[config.mk]
export PLATFORM = sky130hd
export DESIGN_NAME = load_store_unit_flat
export DESIGN_NICKNAME = d
export VERILOG_FILES = /design/src/rtl/load_store_unit_if.sv /design/src/rtl/load_store_unit.sv /design/src/flat_wrapper.sv
export SDC_FILE = /design/constraint.sdc
export NUM_CORES = 1
export LEC_CHECK = 0
export BUFFER_PORTS_ARGS = -buffer_cell sky130_fd_sc_hd__buf_2
export CORE_MARGIN = 2
export CORE_UTILIZATION = 50
export CTS_CLUSTER_SIZE = 28
export DETAILED_ROUTE_END_ITERATION = 10
export PLACE_DENSITY_LB_ADDON = 0.1
export SLEW_MARGIN = 20
export SYNTH_ARGS = -nofsm -noshare
export SYNTH_HDL_FRONTEND = slang
export SYNTH_SLANG_ARGS = --single-unit
[constraint.sdc]
create_clock -name clk -period 7.2 [get_ports clk]
set_input_delay 1.08 -clock clk [delete_from_list [all_inputs] [get_ports clk]]
set_output_delay 1.08 -clock clk [all_outputs]
set_load 0.02 [all_outputs]
[src/rtl/load_store_unit_if.sv]
// load_store_unit_if: request/response handshake plus data-memory port of the LSU.
//  slave  : the LSU's view (takes requests, returns responses, drives the memory).
//  master : the environment's view (execute stage + data memory).
//  reqValid/reqReady/reqWrite/reqAccess/reqUnsigned/reqAddr/reqData : request channel
//  rspValid/rspReady/rspData/rspErr                                 : response channel
//  memAccess/memRdEna/memRdAddr/memWrEna/memWrAddr/memWrData/memRdData : memory port
interface load_store_unit_if #(
  parameter int unsigned N = 32
);
  localparam int unsigned MEM_ACCESS_WIDTH = 2;

  logic                        reqValid;
  logic                        reqReady;
  logic                        reqWrite;
  logic [MEM_ACCESS_WIDTH-1:0] reqAccess;
  logic                        reqUnsigned;
  logic [N-1:0]                reqAddr;
  logic [N-1:0]                reqData;

  logic                        rspValid;
  logic                        rspReady;
  logic [N-1:0]                rspData;
  logic                        rspErr;

  logic [MEM_ACCESS_WIDTH-1:0] memAccess;
  logic                        memRdEna;
  logic [N-1:0]                memRdAddr;
  logic                        memWrEna;
  logic [N-1:0]                memWrAddr;
  logic [N-1:0]                memWrData;
  logic [N-1:0]                memRdData;

  modport slave (
    input  reqValid, reqWrite, reqAccess, reqUnsigned, reqAddr, reqData,
    output reqReady,
    output rspValid, rspData, rspErr,
    input  rspReady,
    output memAccess, memRdEna, memRdAddr, memWrEna, memWrAddr, memWrData,
    input  memRdData
  );

  modport master (
    output reqValid, reqWrite, reqAccess, reqUnsigned, reqAddr, reqData,
    input  reqReady,
    input  rspValid, rspData, rspErr,
    output rspReady,
    input  memAccess, memRdEna, memRdAddr, memWrEna, memWrAddr, memWrData,
    output memRdData
  );
endinterface

[src/rtl/load_store_unit.sv]
// load_store_unit: single-outstanding load/store initiator for a byte-addressed,
// little-endian data memory with a 1-cycle registered read.
//  clk  : rising-edge clock
//  rstN : asynchronous active-low reset
//  bus  : load_store_unit_if.slave (request, response and memory port)
// Access encoding: 0 = BYTE, 1 = HALF, anything else = WORD.
module load_store_unit #(
  parameter int unsigned N      = 32,
  parameter int unsigned LENGTH = 512
) (
  input  logic              clk,
  input  logic              rstN,
  load_store_unit_if.slave  bus
);

  localparam int unsigned MEM_ACCESS_WIDTH = 2;
  localparam logic [MEM_ACCESS_WIDTH-1:0] ACC_BYTE = 2'd0;
  localparam logic [MEM_ACCESS_WIDTH-1:0] ACC_HALF = 2'd1;

  localparam logic [1:0] ST_IDLE    = 2'd0;
  localparam logic [1:0] ST_RD_WAIT = 2'd1;
  localparam logic [1:0] ST_RESP    = 2'd2;

  // One past the last valid byte address, widened so addr+size-1 cannot wrap.
  localparam logic [N:0] ADDR_LIMIT = (N+1)'(LENGTH * 4);

  logic [1:0]                  state_q, state_d;
  logic                        rsp_valid_q, rsp_valid_d;
  logic [N-1:0]                rsp_data_q, rsp_data_d;
  logic                        rsp_err_q, rsp_err_d;
  logic [MEM_ACCESS_WIDTH-1:0] access_q, access_d;
  logic                        unsigned_q, unsigned_d;

  logic         accept_c;
  logic [2:0]   size_c;
  logic [N:0]   last_byte_c;
  logic         misaligned_c;
  logic         req_err_c;
  logic [N-1:0] rd_fmt_c;
  logic         mem_rd_ena_c;
  logic         mem_wr_ena_c;

  // Request decode: byte count, alignment and range of the presented request.
  assign accept_c = bus.reqValid && (state_q == ST_IDLE);

  always_comb begin
    size_c = 3'd4;
    if (bus.reqAccess == ACC_BYTE)      size_c = 3'd1;
    else if (bus.reqAccess == ACC_HALF) size_c = 3'd2;
  end

  assign last_byte_c  = {1'b0, bus.reqAddr} + (N+1)'(size_c - 3'd1);
  assign misaligned_c = ((size_c == 3'd2) && bus.reqAddr[0]) ||
                        ((size_c == 3'd4) && (bus.reqAddr[1:0] != 2'b00));
  assign req_err_c    = misaligned_c || (last_byte_c >= ADDR_LIMIT);

  // Load data alignment: memory returns the addressed byte in bits [7:0].
  always_comb begin
    rd_fmt_c = bus.memRdData;
    case (access_q)
      ACC_BYTE: rd_fmt_c = {{(N-8){~unsigned_q & bus.memRdData[7]}}, bus.memRdData[7:0]};
      ACC_HALF: rd_fmt_c = {{(N-16){~unsigned_q & bus.memRdData[15]}}, bus.memRdData[15:0]};
      default:  rd_fmt_c = bus.memRdData;
    endcase
  end

  // Next-state and memory strobe decode.
  always_comb begin
    state_d      = state_q;
    rsp_valid_d  = rsp_valid_q;
    rsp_data_d   = rsp_data_q;
    rsp_err_d    = rsp_err_q;
    access_d     = access_q;
    unsigned_d   = unsigned_q;
    mem_rd_ena_c = 1'b0;
    mem_wr_ena_c = 1'b0;

    case (state_q)
      ST_IDLE: begin
        if (accept_c) begin
          access_d   = bus.reqAccess;
          unsigned_d = bus.reqUnsigned;
          if (req_err_c) begin
            rsp_valid_d = 1'b1;
            rsp_data_d  = '0;
            rsp_err_d   = 1'b1;
            state_d     = ST_RESP;
          end else if (bus.reqWrite) begin
            mem_wr_ena_c = 1'b1;
            rsp_valid_d  = 1'b1;
            rsp_data_d   = '0;
            rsp_err_d    = 1'b0;
            state_d      = ST_RESP;
          end else begin
            mem_rd_ena_c = 1'b1;
            state_d      = ST_RD_WAIT;
          end
        end
      end
      ST_RD_WAIT: begin
        rsp_valid_d = 1'b1;
        rsp_data_d  = rd_fmt_c;
        rsp_err_d   = 1'b0;
        state_d     = ST_RESP;
      end
      ST_RESP: begin
        if (bus.rspReady) begin
          rsp_valid_d = 1'b0;
          state_d     = ST_IDLE;
        end
      end
      default: begin
        rsp_valid_d = 1'b0;
        state_d     = ST_IDLE;
      end
    endcase
  end

  // State and response registers.
  always_ff @(posedge clk or negedge rstN) begin
    if (!rstN) begin
      state_q     <= ST_IDLE;
      rsp_valid_q <= 1'b0;
      rsp_data_q  <= '0;
      rsp_err_q   <= 1'b0;
      access_q    <= ACC_BYTE;
      unsigned_q  <= 1'b0;
    end else begin
      state_q     <= state_d;
      rsp_valid_q <= rsp_valid_d;
      rsp_data_q  <= rsp_data_d;
      rsp_err_q   <= rsp_err_d;
      access_q    <= access_d;
      unsigned_q  <= unsigned_d;
    end
  end

  assign bus.reqReady  = (state_q == ST_IDLE);
  assign bus.rspValid  = rsp_valid_q;
  assign bus.rspData   = rsp_data_q;
  assign bus.rspErr    = rsp_err_q;

  // Address/data/access follow the request; only the enables are gated.
  assign bus.memAccess = bus.reqAccess;
  assign bus.memRdEna  = mem_rd_ena_c;
  assign bus.memRdAddr = bus.reqAddr;
  assign bus.memWrEna  = mem_wr_ena_c;
  assign bus.memWrAddr = bus.reqAddr;
  assign bus.memWrData = bus.reqData;

endmodule

[src/flat_wrapper.sv]
// flat-port wrapper written by rule: the top's interface ports become plain ports
module load_store_unit_flat 
#(
  parameter int unsigned N      = 32,
  parameter int unsigned LENGTH = 512
)
  (clk, rstN, bus_reqValid, bus_reqWrite, bus_reqAccess, bus_reqUnsigned, bus_reqAddr, bus_reqData, bus_reqReady, bus_rspValid, bus_rspData, bus_rspErr, bus_rspReady, bus_memAccess, bus_memRdEna, bus_memRdAddr, bus_memWrEna, bus_memWrAddr, bus_memWrData, bus_memRdData);
  load_store_unit_if #(.N(N)) bus_i ();
  input  logic clk;
  input  logic rstN;
  input wire logic [$bits(bus_i.reqValid)-1:0] bus_reqValid;
  input wire logic [$bits(bus_i.reqWrite)-1:0] bus_reqWrite;
  input wire logic [$bits(bus_i.reqAccess)-1:0] bus_reqAccess;
  input wire logic [$bits(bus_i.reqUnsigned)-1:0] bus_reqUnsigned;
  input wire logic [$bits(bus_i.reqAddr)-1:0] bus_reqAddr;
  input wire logic [$bits(bus_i.reqData)-1:0] bus_reqData;
  output wire logic [$bits(bus_i.reqReady)-1:0] bus_reqReady;
  output wire logic [$bits(bus_i.rspValid)-1:0] bus_rspValid;
  output wire logic [$bits(bus_i.rspData)-1:0] bus_rspData;
  output wire logic [$bits(bus_i.rspErr)-1:0] bus_rspErr;
  input wire logic [$bits(bus_i.rspReady)-1:0] bus_rspReady;
  output wire logic [$bits(bus_i.memAccess)-1:0] bus_memAccess;
  output wire logic [$bits(bus_i.memRdEna)-1:0] bus_memRdEna;
  output wire logic [$bits(bus_i.memRdAddr)-1:0] bus_memRdAddr;
  output wire logic [$bits(bus_i.memWrEna)-1:0] bus_memWrEna;
  output wire logic [$bits(bus_i.memWrAddr)-1:0] bus_memWrAddr;
  output wire logic [$bits(bus_i.memWrData)-1:0] bus_memWrData;
  input wire logic [$bits(bus_i.memRdData)-1:0] bus_memRdData;
  assign bus_i.reqValid = bus_reqValid;
  assign bus_i.reqWrite = bus_reqWrite;
  assign bus_i.reqAccess = bus_reqAccess;
  assign bus_i.reqUnsigned = bus_reqUnsigned;
  assign bus_i.reqAddr = bus_reqAddr;
  assign bus_i.reqData = bus_reqData;
  assign bus_reqReady = bus_i.reqReady;
  assign bus_rspValid = bus_i.rspValid;
  assign bus_rspData = bus_i.rspData;
  assign bus_rspErr = bus_i.rspErr;
  assign bus_i.rspReady = bus_rspReady;
  assign bus_memAccess = bus_i.memAccess;
  assign bus_memRdEna = bus_i.memRdEna;
  assign bus_memRdAddr = bus_i.memRdAddr;
  assign bus_memWrEna = bus_i.memWrEna;
  assign bus_memWrAddr = bus_i.memWrAddr;
  assign bus_memWrData = bus_i.memWrData;
  assign bus_i.memRdData = bus_memRdData;
  load_store_unit #(.N(N), .LENGTH(LENGTH)) u_core (.clk(clk), .rstN(rstN), .bus(bus_i));
endmodule
==> results.toml <==
[logic_synthesis]
synth_seq_cells = 39
yosysUniqueCellTypes = 58
netlist_top_cells_area = "dfrtp_1 21%, buf_4 16%, a21oi_1 9.2%"
synth_edf_count = 0
ys_seq_area_frac = 0.214
syn_area_per_cell_um2 = 7.73
yosysTopAreaCell = "dfrtp_1"
synth_flop_cell = "dfrtp_1"
yosys_warnings = 0
synth_most_common_cell = "buf_4"
async_flop_share = 1.00
synthCells = 591
synth_top_area_frac = 0.214
syn_area_um2 = 4570
synth_commonest_cells = "98 x buf_4, 84 x a21oi_1, 52 x nand2_1"

[grt]
grt_pass1_wl_um = 20000
antenna_found_initial = 0
grt_overflow_total = 0
grt_max_degree = 40
grtUsageTotal = 0.245
grt_pass1_vias = 4147

[clock_tree]
cts_sinks = 39
htreeDepth = 2
clk_pin_slew_worst_paths_ps = 70
post_cts_buffers = 0
numCtsBuffers = 5
cts_tree = "done"
hold_buffers = 0
clk_path_buf_depth = 2
cts_resized = 0
clock-root-buffer = "clkbuf_8"
clock_latency_ps = 290

[setup_path]
crit_top_cell = "buf_2"
cp-end-kind = "primary output"
rrSetupSlack_ps = 4970
crit_chain = "buf_2 -> or2_2 -> ha_1 -> fa_1 -> nand3_1 -> a211oi_1 -> o311ai_0 -> a21oi_1 -> nand4b_1 -> a2111oi_0 -> nand4_1 -> or3_2 -> buf_4 -> nor2_1 -> buf_2"
r2r_cells = 5
critPathMaxFanout = 34
crit_required_ps = 6120
worstPathArrival_ps = 5080
cpMaxStageDelayCell = "or3_2"
cp_top_family = "simple AND/OR/NAND/NOR gates"
startpoint_type = "input port"
path_class = "input port to primary output"
worstReg2RegEnd = "u_core.bus.rspData[19]"
path_buf_inv = 3
reg2reg_from = "u_core.state_q[0]"
slowest_delay_ps = 520

[sta]
min_period_ps = 6160
finalHoldViolations = 0
slew_headroom = 0.406
tightest_slew_ps = 891
finClkSkew_ps = 6.95
rsz0062_at_grt = "no"
max_freq_ghz = 0.162
fin_crit_sh = 0.856
finalSetupViolations = 0
setup_tns_ps = 0
final-max-slew-violation-count = 0

[die]
die_w_um = 99.6
ios = 239
initial_core_util = 0.519
std_cell_rows = 34
core_area_um2 = 8810
die_y_um = 99.6
die-area_um2 = 9910

[drt]
drcViolationCount = 0
routedWlPerCell_um = 16.2
wirelength_um = 12800
via_per_inst = 5.70
vias = 4501
antenna_left = 0
drt_pre_antenna_iters = 5
drtIter0Drc = 196

[min_path]
min_path_type = "flop to flop"
holdPathEnd = "u_core.bus.rspData[23]"
min_path_cells = 2
min_from = "u_core.bus.rspData[23]"

[power]
power_leakage_nw = 2.39
power.density_nw_per_um2 = 126
peakVddDrop_uv = 61.8

[placed_design]
hpwl_um = 10200
place_congestion = 0.928
io_buffers = 174
place_area_um2 = 4850

[job]
drv_cap = 0

[cells_and_area]
insertedDiodeCount = 0
nFillCells = 911
drive_gt1_frac = 0.332
area_growth_pct = 8.11
stdcell_area_um2 = 4940
seq_area_um2 = 976
nNetsFinal = 813
multiInputGateArea_um2 = 2780

[run_status]
outcome = "complete, no violations"
-- cells by family after synthesis --
group	share of synthesized area
compound gates	0.301
simple gates	0.166
buf+inv	0.200
flops	0.214
fa+ha+maj	0.0811
mux	0.0277
xor+xnor	0.00959
other cells	0.000821
-- layer usage --
layer | global-route usage | share of wire | wire length (um) | vias up
met2 | 0.430 | 0.50 | 6350 | 196
met1 | 0.315 | 0.42 | 5400 | 2076
li1 | - | - | - | 2200
met4 | 0.0748 | 0.020 | 254 | 0
met3 | 0.0274 | 0.062 | 793 | 29
met5 | 0 | 0 | 0 | -
-- final cells by class --
| class | instances | share of cell area |
|---|---|---|
| multi-input combinational | 438 | 0.563 |
| inverter | 20 | 0.0152 |
| clock buffer | 6 | 0.0147 |
| sequential | 39 | 0.198 |
| tap | 108 | 0.0274 |
| timing repair buffer | 176 | 0.179 |
| clock inverter | 2 | 0.00253 |
-- worst reg2reg max path, cell delays in order (launching register included) --
cell,delay (ps)
dfrtp_1,720
nor2b_1,660
o21ai_2,380
a21oi_1,230
a21oi_1,50
o21ai_0,90
-- cell usage in the layout, fill, tap and decap left out, types with 4 or more instances in the layout --
master / netlist / final
ha_1: 28 / 28
conb_1: 1 / 26
nor3_1: 8 / 8
a211oi_1: 4 / 4
a21oi_1: 84 / 84
nand4_1: 18 / 18
clkbuf_8: 0 / 5
a22oi_1: 9 / 9
o21ai_0: 38 / 38
a21o_1: 5 / 5
nor2_1: 27 / 27
nand3_1: 9 / 9
o211ai_1: 8 / 8
o21a_1: 6 / 6
buf_2: 1 / 174
dfrtp_1: 39 / 39
o31ai_1: 4 / 4
mux2_2: 5 / 5
nand2_1: 52 / 52
xor2_1: 5 / 5
o21ai_2: 28 / 29
mux2i_1: 7 / 7
inv_1: 20 / 20
nor4_1: 4 / 4
nand2b_1: 19 / 19
-- power by group --
part / internal, mW / switching [mW]
clock network: 0.0677 / 0.0749
registers: 0.226 / 0.0189
logic: 0.0857 / 0.149
-- worst max-delay path by stage --
stage | startpoint | endpoint | slack [ps] | cells after the start
6_report | bus_reqAccess[1] | bus_memRdEna | 1040 | 15
4_1_cts | bus_reqAccess[1] | bus_memRdEna | 1030 | 15
2_1_floorplan | bus_reqAccess[1] | bus_memRdEna | 1840 | 14
3_3_place_gp | bus_reqAccess[1] | bus_memRdEna | 1170 | 15
3_5_place_dp | bus_reqAccess[1] | bus_memRdEna | 1060 | 15
5_1_grt | bus_reqAccess[1] | bus_memRdEna | 850 | 15
-- per-stage QoR --
| stage | util | total power [mW] | std cells | setup slack (ps) | hold WS [ps] |
|---|---|---|---|---|---|
| finish | 0.561 | 0.622 | 789 | 1040 | 520 |
| global placement | 0.551 | 0.470 | 781 | 1170 | 487 |
| detailed placement | 0.551 | 0.472 | 781 | 1060 | 500 |
| floorplan | - | 0.440 | 616 | 1840 | 495 |
| CTS | 0.560 | 0.617 | 789 | 1030 | 517 |
| global route | 0.561 | 0.662 | 789 | 846 | 543 |
-- registers in the layout, summed over array words and instances, names as in the netlist --
signal / cells
u_core.bus.rspErr: 1
u_core.access_q: 2
u_core.bus.rspValid: 1
u_core.bus.rspData: 32
u_core.state_q: 2
u_core.unsigned_q: 1
No activity file was read; power rests on OpenSTA's default activity.
